[config.mk]
export PLATFORM = sky130hd
export DESIGN_NAME = alu_op_sequencer
export DESIGN_NICKNAME = d
export VERILOG_FILES = /design/src/rtl/alu_op_sequencer.sv
export SDC_FILE = /design/constraint.sdc
export NUM_CORES = 1
export LEC_CHECK = 0
export ABC_AREA = 1
export CAP_MARGIN = 30
export CORE_MARGIN = 5
export CORE_UTILIZATION = 40
export CTS_CLUSTER_DIAMETER = 80
export DETAILED_ROUTE_END_ITERATION = 10
export MAX_ROUTING_LAYER = met4
export PLACE_DENSITY = 0.86
export SLEW_MARGIN = 20
export SYNTH_ARGS = -nofsm -noshare
export SYNTH_HDL_FRONTEND = slang
export SYNTH_SLANG_ARGS = --single-unit
export TNS_END_PERCENT = 5
[constraint.sdc]
create_clock -name clk -period 1.7 [get_ports clk]
set_input_delay 0.34 -clock clk [delete_from_list [all_inputs] [get_ports clk]]
set_output_delay 0.34 -clock clk [all_outputs]
set_load 0.03 [all_outputs]
[src/rtl/alu_op_sequencer.sv]
// alu_op_sequencer: command-side initiator for the combinational 32-bit ALU.
// Takes funct-coded commands, drives the ALU from registers, captures its
// result and returns it over a result handshake.
// Optional feature macro: ALU_OP_SEQUENCER_MUL_EN. When it is defined, MULTU
// (funct 011001) is built as a shift-add multiply that reuses the ALU adder
// once per cycle. When it is undefined, MULTU decodes as illegal.
//
// Handshakes: a transfer happens on a rising clk edge where valid and ready
// are both high. Once valid is raised, it and its payload hold until that
// edge. Ready may depend on state but never on the same channel's valid.
// in_ready is high only in IDLE, so commands never overlap.
// The result channel holds out_valid, result, zero and illegal stable until
// out_ready is seen.
module alu_op_sequencer #(
  parameter int WIDTH     = 32,
  parameter int MUL_STEPS = 32
) (
  input  logic             clk,
  input  logic             reset_n,
  input  logic             in_valid,
  output logic             in_ready,
  input  logic [5:0]       funct,
  input  logic [WIDTH-1:0] op_a,
  input  logic [WIDTH-1:0] op_b,
  output logic [WIDTH-1:0] alu_a,
  output logic [WIDTH-1:0] alu_b,
  output logic [2:0]       alu_f,
  input  logic [WIDTH-1:0] alu_y,
  output logic             out_valid,
  input  logic             out_ready,
  output logic [WIDTH-1:0] result,
  output logic             zero,
  output logic             illegal,
  output logic [1:0]       state_dbg
);

  typedef enum logic [1:0] {
    S_IDLE = 2'd0,
    S_EXEC = 2'd1,
    S_MUL  = 2'd2,
    S_DONE = 2'd3
  } state_t;

  state_t state;

  // The multiplier walks one bit per WIDTH cycle, so the two must agree.
  if (MUL_STEPS != WIDTH) begin : g_cfg_check
    $error("alu_op_sequencer: MUL_STEPS must equal WIDTH");
  end

  logic [2:0] dec_f;
  logic       dec_legal;

`ifdef ALU_OP_SEQUENCER_MUL_EN
  localparam int CNT_W = (MUL_STEPS > 1) ? $clog2(MUL_STEPS) : 1;
  localparam logic [CNT_W-1:0] CNT_LAST = CNT_W'(MUL_STEPS - 1);

  logic             dec_mul;
  logic [WIDTH-1:0] mcand;
  logic [WIDTH-1:0] mplier;
  logic [WIDTH-1:0] acc;
  logic [WIDTH-1:0] acc_nxt;
  logic [CNT_W-1:0] cnt;

  // alu_a/alu_b track acc/mcand during MUL, so alu_y is acc + mcand.
  assign acc_nxt = mplier[0] ? alu_y : acc;
`endif

  assign in_ready  = (state == S_IDLE);
  assign state_dbg = state;

  // Decode funct into the ALU control word. F[2] inverts B and sets the carry-in.
  always_comb begin
    dec_f     = 3'b000;
    dec_legal = 1'b1;
`ifdef ALU_OP_SEQUENCER_MUL_EN
    dec_mul   = 1'b0;
`endif
    case (funct)
      6'b100000: dec_f = 3'b010; // ADD
      6'b100010: dec_f = 3'b110; // SUB
      6'b100100: dec_f = 3'b000; // AND
      6'b100101: dec_f = 3'b001; // OR
      6'b101010: dec_f = 3'b111; // SLT
`ifdef ALU_OP_SEQUENCER_MUL_EN
      6'b011001: begin           // MULTU: the adder is reused each step
        dec_f   = 3'b010;
        dec_mul = 1'b1;
      end
`endif
      default:   dec_legal = 1'b0;
    endcase
  end

  // Control FSM. This block also holds the ALU operand registers and the result registers.
  always_ff @(posedge clk or negedge reset_n) begin
    if (!reset_n) begin
      state     <= S_IDLE;
      alu_a     <= '0;
      alu_b     <= '0;
      alu_f     <= 3'b000;
      result    <= '0;
      zero      <= 1'b1;
      illegal   <= 1'b0;
      out_valid <= 1'b0;
`ifdef ALU_OP_SEQUENCER_MUL_EN
      mcand     <= '0;
      mplier    <= '0;
      acc       <= '0;
      cnt       <= '0;
`endif
    end else begin
      case (state)
        S_IDLE: begin
          if (in_valid) begin
            alu_a <= op_a;
            alu_b <= op_b;
            alu_f <= dec_f;
            if (!dec_legal) begin
              // The result is known at accept, so the operation goes straight to DONE.
              result  <= '0;
              zero    <= 1'b1;
              illegal <= 1'b1;
              state   <= S_DONE;
            end
`ifdef ALU_OP_SEQUENCER_MUL_EN
            else if (dec_mul) begin
              alu_a  <= '0;
              alu_b  <= op_a;
              mcand  <= op_a;
              mplier <= op_b;
              acc    <= '0;
              cnt    <= '0;
              state  <= S_MUL;
            end
`endif
            else begin
              state <= S_EXEC;
            end
          end
        end
        S_EXEC: begin
          result  <= alu_y;
          zero    <= (alu_y == '0);
          illegal <= 1'b0;
          state   <= S_DONE;
        end
`ifdef ALU_OP_SEQUENCER_MUL_EN
        S_MUL: begin
          // One shift-add step per cycle. A zero multiplier still uses the full count.
          acc    <= acc_nxt;
          mcand  <= mcand << 1;
          mplier <= mplier >> 1;
          cnt    <= cnt + CNT_W'(1);
          alu_a  <= acc_nxt;
          alu_b  <= mcand << 1;
          if (cnt == CNT_LAST) begin
            result  <= acc_nxt;
            zero    <= (acc_nxt == '0);
            illegal <= 1'b0;
            state   <= S_DONE;
          end
        end
`endif
        S_DONE: begin
          // out_valid rises one edge after entry, then waits for the consumer.
          if (!out_valid) begin
            out_valid <= 1'b1;
          end else if (out_ready) begin
            out_valid <= 1'b0;
            state     <= S_IDLE;
          end
        end
        default: state <= S_IDLE;
      endcase
    end
  end

endmodule

# After elaboration in Yosys (flattened, before gate mapping)
# Cells that the tools add are included.
[totals]
out_inout_bits = 105
regBits = 104
elab_cells = 42
[op_classes]
eq_ne = 11
n_reduce_logical = 7
muxes = 16
[op_table]
columns = ["operator", "n"]
rows = [
  ["$mux 32", 2],
  ["$pmux 32 s2", 1],
  ["$logic_not 32->1", 1],
  ["$eq 6x6->1 const B", 5],
  ["$pmux 3 s4", 1],
  ["$mux 2", 4],
  ["$ne 2x2->1 const B", 4],
  ["$pmux 2 s3", 1],
  ["$reduce_and 3->1", 2],
  ["$mux 1", 5],
  ["$reduce_or 5->1", 1],
  ["$pmux 1 s2", 2],
  ["$eq 2x1->1 const B", 1],
  ["$eq 2x2->1 const B", 1],
  ["$logic_not 2->1", 1],
  ["$reduce_and 2->1", 1],
  ["$reduce_bool 2->1", 1],
]

# Longest topological paths before layout
[logic_depth]
ltp_word = 6
ltp_mapped = 9
mapped_depth_nobuf = 8

# Worst setup path before layout
# Ideal clock, no wire load.
[synth_path]
path_kind = "register to register"
from = "register state[1], in the netlist state_dbg[1]"
to = "register alu_b[10]"
stages_incl_launch_ff = 9
t_arrival_ps = 1333
slack_ps = 249
n_path_buf = 2
synth_period_minus_slack_ps = 1451
required_time_ps = 1582
cell_sequence = "dfrtp_1 nor2_1 inv_2 nor2_4 inv_2 buf_4 buf_6 nand2_1 nand2_1"
[synth_via]
elab_chain_len = 2
[synth_lines]
columns = ["element", "line_no", "rtl"]
rows = [
  ["from (decl)", "44", "state_t state;"],
  ["from (signal assigned)", "98", "state <= S_IDLE;"],
  ["from (signal assigned)", "124", "state <= S_DONE;"],
  ["from (signal assigned)", "138", "state <= S_EXEC;"],
  ["$logic_not 2->1", "113", "case (state)"],
  ["$reduce_and 2->1 (no source line)", "--", ""],
  ["to (signal assigned)", "117", "alu_b <= op_b;"],
  ["to (decl)", "26", "output logic [WIDTH-1:0] alu_b,"],
]
# Every way passes these cells.
# A chain may end at the register's enable or synchronous reset.

# Final worst setup path
[layout_path]
from = "register zero"
to = "output port zero"
[layout_lines]
columns = ["element", "line_no", "rtl"]
rows = [
  ["from (decl)", "32", "output logic zero,"],
  ["from (signal assigned)", "144", "zero <= (alu_y == '0);"],
]
# No word-level cell between the ends.

==> run_results.csv <==
group,metric,value,unit
cts,cts_max_level,3,
yosys,synth_common_cells,"282 x nand2_1, 103 x dfrtp_1, 37 x nand3_1",
yosys,syn_nets,598,
sta,final-hold-violation-count,0,
sta,relSlewSlack,76.7,%
grt,overflow,0,
floorplanning,io_pins,211,
worst_setup_path,cp-end-kind,"output pin",
route,ant_nets,0,
yosys,synth-warning-count,0,
route,drt-total-wl,12500,um
sta,fin_tns_setup,0,ps
floorplanning,die_w,112,um
route,first_iter_violations,293,
final_layout,nets,814,
yosys,syn_inst,492,
worst_setup_path,crit_required,1360,ps
worst_setup_path,endpoint,"zero",
sta,fin_crit_sh,94.1,%
yosys,yosysTopAreaCell,"dfrtp_1",
cts,cts_setup_buffers,0,
route,first_pass_iters,4,
grt,antenna_found_initial,0,
cts,cts_buffer_depth,2,
worst_setup_path,r2r_setup_slack,170,ps
sta,period_needed,1600,ps
final_layout,n_fill_cell,890,
worst_setup_path,cp_cell_sequence,"clkdlybuf4s15_1",
route,wl_per_cell,14.7,um
worst_setup_path,arrival,1260,ps
grt,grt_pass1_vias,4022,
final_layout,antennaDiodeCount,0,
min_path,hp-class,"in -> async",
final_layout,multiInputGateArea,1400,um^2
cts,cts_buffers,9,
route,viasPerCell,4.69,
yosys,ys_seq_area_share,62.3,%
outcome,status,"finished clean",
yosys,synth_area_per_cell,8.49,um^2
place,dp_hpwl,9530,um
power,power.leakage,3.59,nW
floorplanning,start_util,40.7,%
power,pwr_density_cell,1810,nW/um^2
cts,clk_pin_slew,100,ps
yosys,ys_ff_latch,104,
yosys,synth_ff_type,"dfrtp_1",
cts,cts_tree,"done",
grt,grt_pass1_wl,20200,um
yosys,yosysMostFrequentCell,"nand2_1",
yosys,syn-cell-area,4180,um^2
worst_setup_path,critPathBufInv,1,
yosys,yosys.area.top_type_share,61.7,%
worst_setup_path,r2r_cells,7,
cts,root_buffer,"clkbuf_8",
cts,cts.sinks,104,
worst_setup_path,cp.depth,1,
sta,grt_setup_unrepaired,"no",
worst_setup_path,crit_fanout,2,
flow_run,drv_cap,0,
sta,clock.fmax,625,MHz
power,total_power,12.0,mW
worst_setup_path,r2r-end,"result[2]",
worst_setup_path,crit_type,"reg -> out",
place,port_buffers,210,
final_layout,drive_gt1_share,5.33,%
grt,track_usage,20.3,%
power,peakVddDrop,1.03,mV
worst_setup_path,cp_slowest_cell,"dfstp_2",
cts,clock_latency,350,ps
place,place_congestion,0.943,
sta,slew_viol_final,0,
yosys,netlist-cell-type-count,16,
yosys,synthTopCellsByArea,"dfrtp_1 62%, nand2_1 25%, nand3_1 4.4%",
final_layout,postLayoutCoreUtil,64.4,%
yosys,async_flop_share,100,%
sta,tightest_slew,351,ps
worst_setup_path,crit_family,"flip-flops",
floorplanning,die_h,112,um
floorplanning,core,10300,um^2
sta,finalSetupViolCount,0,
place,place_inst,832,
route,vias,3979,
floorplanning,placementRows,37,
final_layout,area_delta_synth_final,58.5,%
route,drc,0,
worst_setup_path,r2r-start,"state_dbg[1]",
worst_setup_path,critPathMaxStageDelay,540,ps
yosys,synth_enable_flop_cells,0,
final_layout,final-seq-area,2600,um^2
worst_setup_path,cp-start-kind,"flop",
grt,grt_max_degree,55,
sta,fin_worst_skew,8.58,ps
sta,hold_ws,361,ps
floorplanning,fp.dieArea,12600,um^2
final_layout,final_cells,849,
worst_setup_path,crit_start,"zero",
==> worst reg2reg max path: stages (launching register included) <==
cell and delay (ps):
dfrtp_1 410, buf_4 160, nor2_1 170, buf_4 150
nand3_1 160, buf_12 230, nand3_1 90, nand2_1 60
==> where the power goes <==
part | switching, mW | internal [mW]
logic | 4.15 | 2.05
registers | 0.560 | 3.56
clock network | 0.791 | 0.874
==> worst min-delay path by stage <==
stage	slack, ps	endpoint	cells past startpoint	start
floorplan	40	alu_a[0]	0	reset_n
global placement	190	alu_b[31]	1	reset_n
detailed placement	190	alu_b[31]	1	reset_n
CTS	340	alu_b[31]	2	reset_n
global route	340	alu_a[0]	2	reset_n
finish	360	alu_b[31]	2	reset_n
==> per-layer routing <==
| metal | up-vias | track usage (%) | routed length (um) |
|---|---|---|---|
| met1 | 1844 | 24.6 | 5080 |
| met2 | 169 | 33.6 | 6210 |
| met4 | 0 | 7.45 | 271 |
| met5 | - | - | 0 |
| li1 | 1944 | - | - |
| met3 | 22 | 4.20 | 908 |
==> kinds of logic (layout without fill, tap and decap cells) <==
| kind of cell | Yosys count | in the layout | synth area share, % |
|---|---|---|---|
| AO/OA/AOI/OAI | 4 | 4 | 0.479 |
| AND/OR/NAND/NOR | 351 | 351 | 33.0 |
| flip-flops | 104 | 104 | 62.3 |
| buffers and inverters | 33 | 254 | 4.16 |
==> placed cells by master, fill, tap and decap left out, drive strengths merged <==
| master | n |
|---|---|
| a21oi | 2 |
| buf | 18 |
| bufinv | 2 |
| clkbuf | 13 |
| clkdlybuf4s15 | 1 |
| clkdlybuf4s50 | 104 |
| clkinvlp | 1 |
| dfrtp | 103 |
| dfstp | 1 |
| dlygate4sd2 | 104 |
| dlygate4sd3 | 1 |
| inv | 10 |
| nand2 | 282 |
| nand3 | 37 |
| nor2 | 31 |
| nor3 | 1 |
| o21ai | 2 |
==> flip-flops by register name (all words and copies together), names as in the netlist <==
register	count
alu_a	32
alu_b	32
result	32
alu_f	3
state_dbg	2
illegal	1
out_valid	1
zero	1
==> through the flow <==
step,setup slack [ps],cell area [um^2]
final,100,6620
after global placement,-84.6,6530
after CTS,33.3,6620
after floorplan,249,4180
after global routing,24.8,6620
after detailed placement,-136,6530
==> layout make-up <==
class | instances | share of cell area [%]
multi-input cells | 355 | 21.1
inverters | 10 | 0.567
clock buffers | 13 | 2.25
flip-flops and latches | 104 | 39.3
clock inverters | 3 | 1.02
repair buffers | 228 | 33.1
well taps | 136 | 2.57
==> repair_timing <==
| item | CTS | global route |
|---|---|---|
| endpoints found under the hold margin | 8 | 0 |
| endpoints found under the setup margin | 105 | 1 |
| gates resized for setup | 105 | 1 |
| hold buffers | 1 | 0 |
Power figures use the tool's default switching activity.
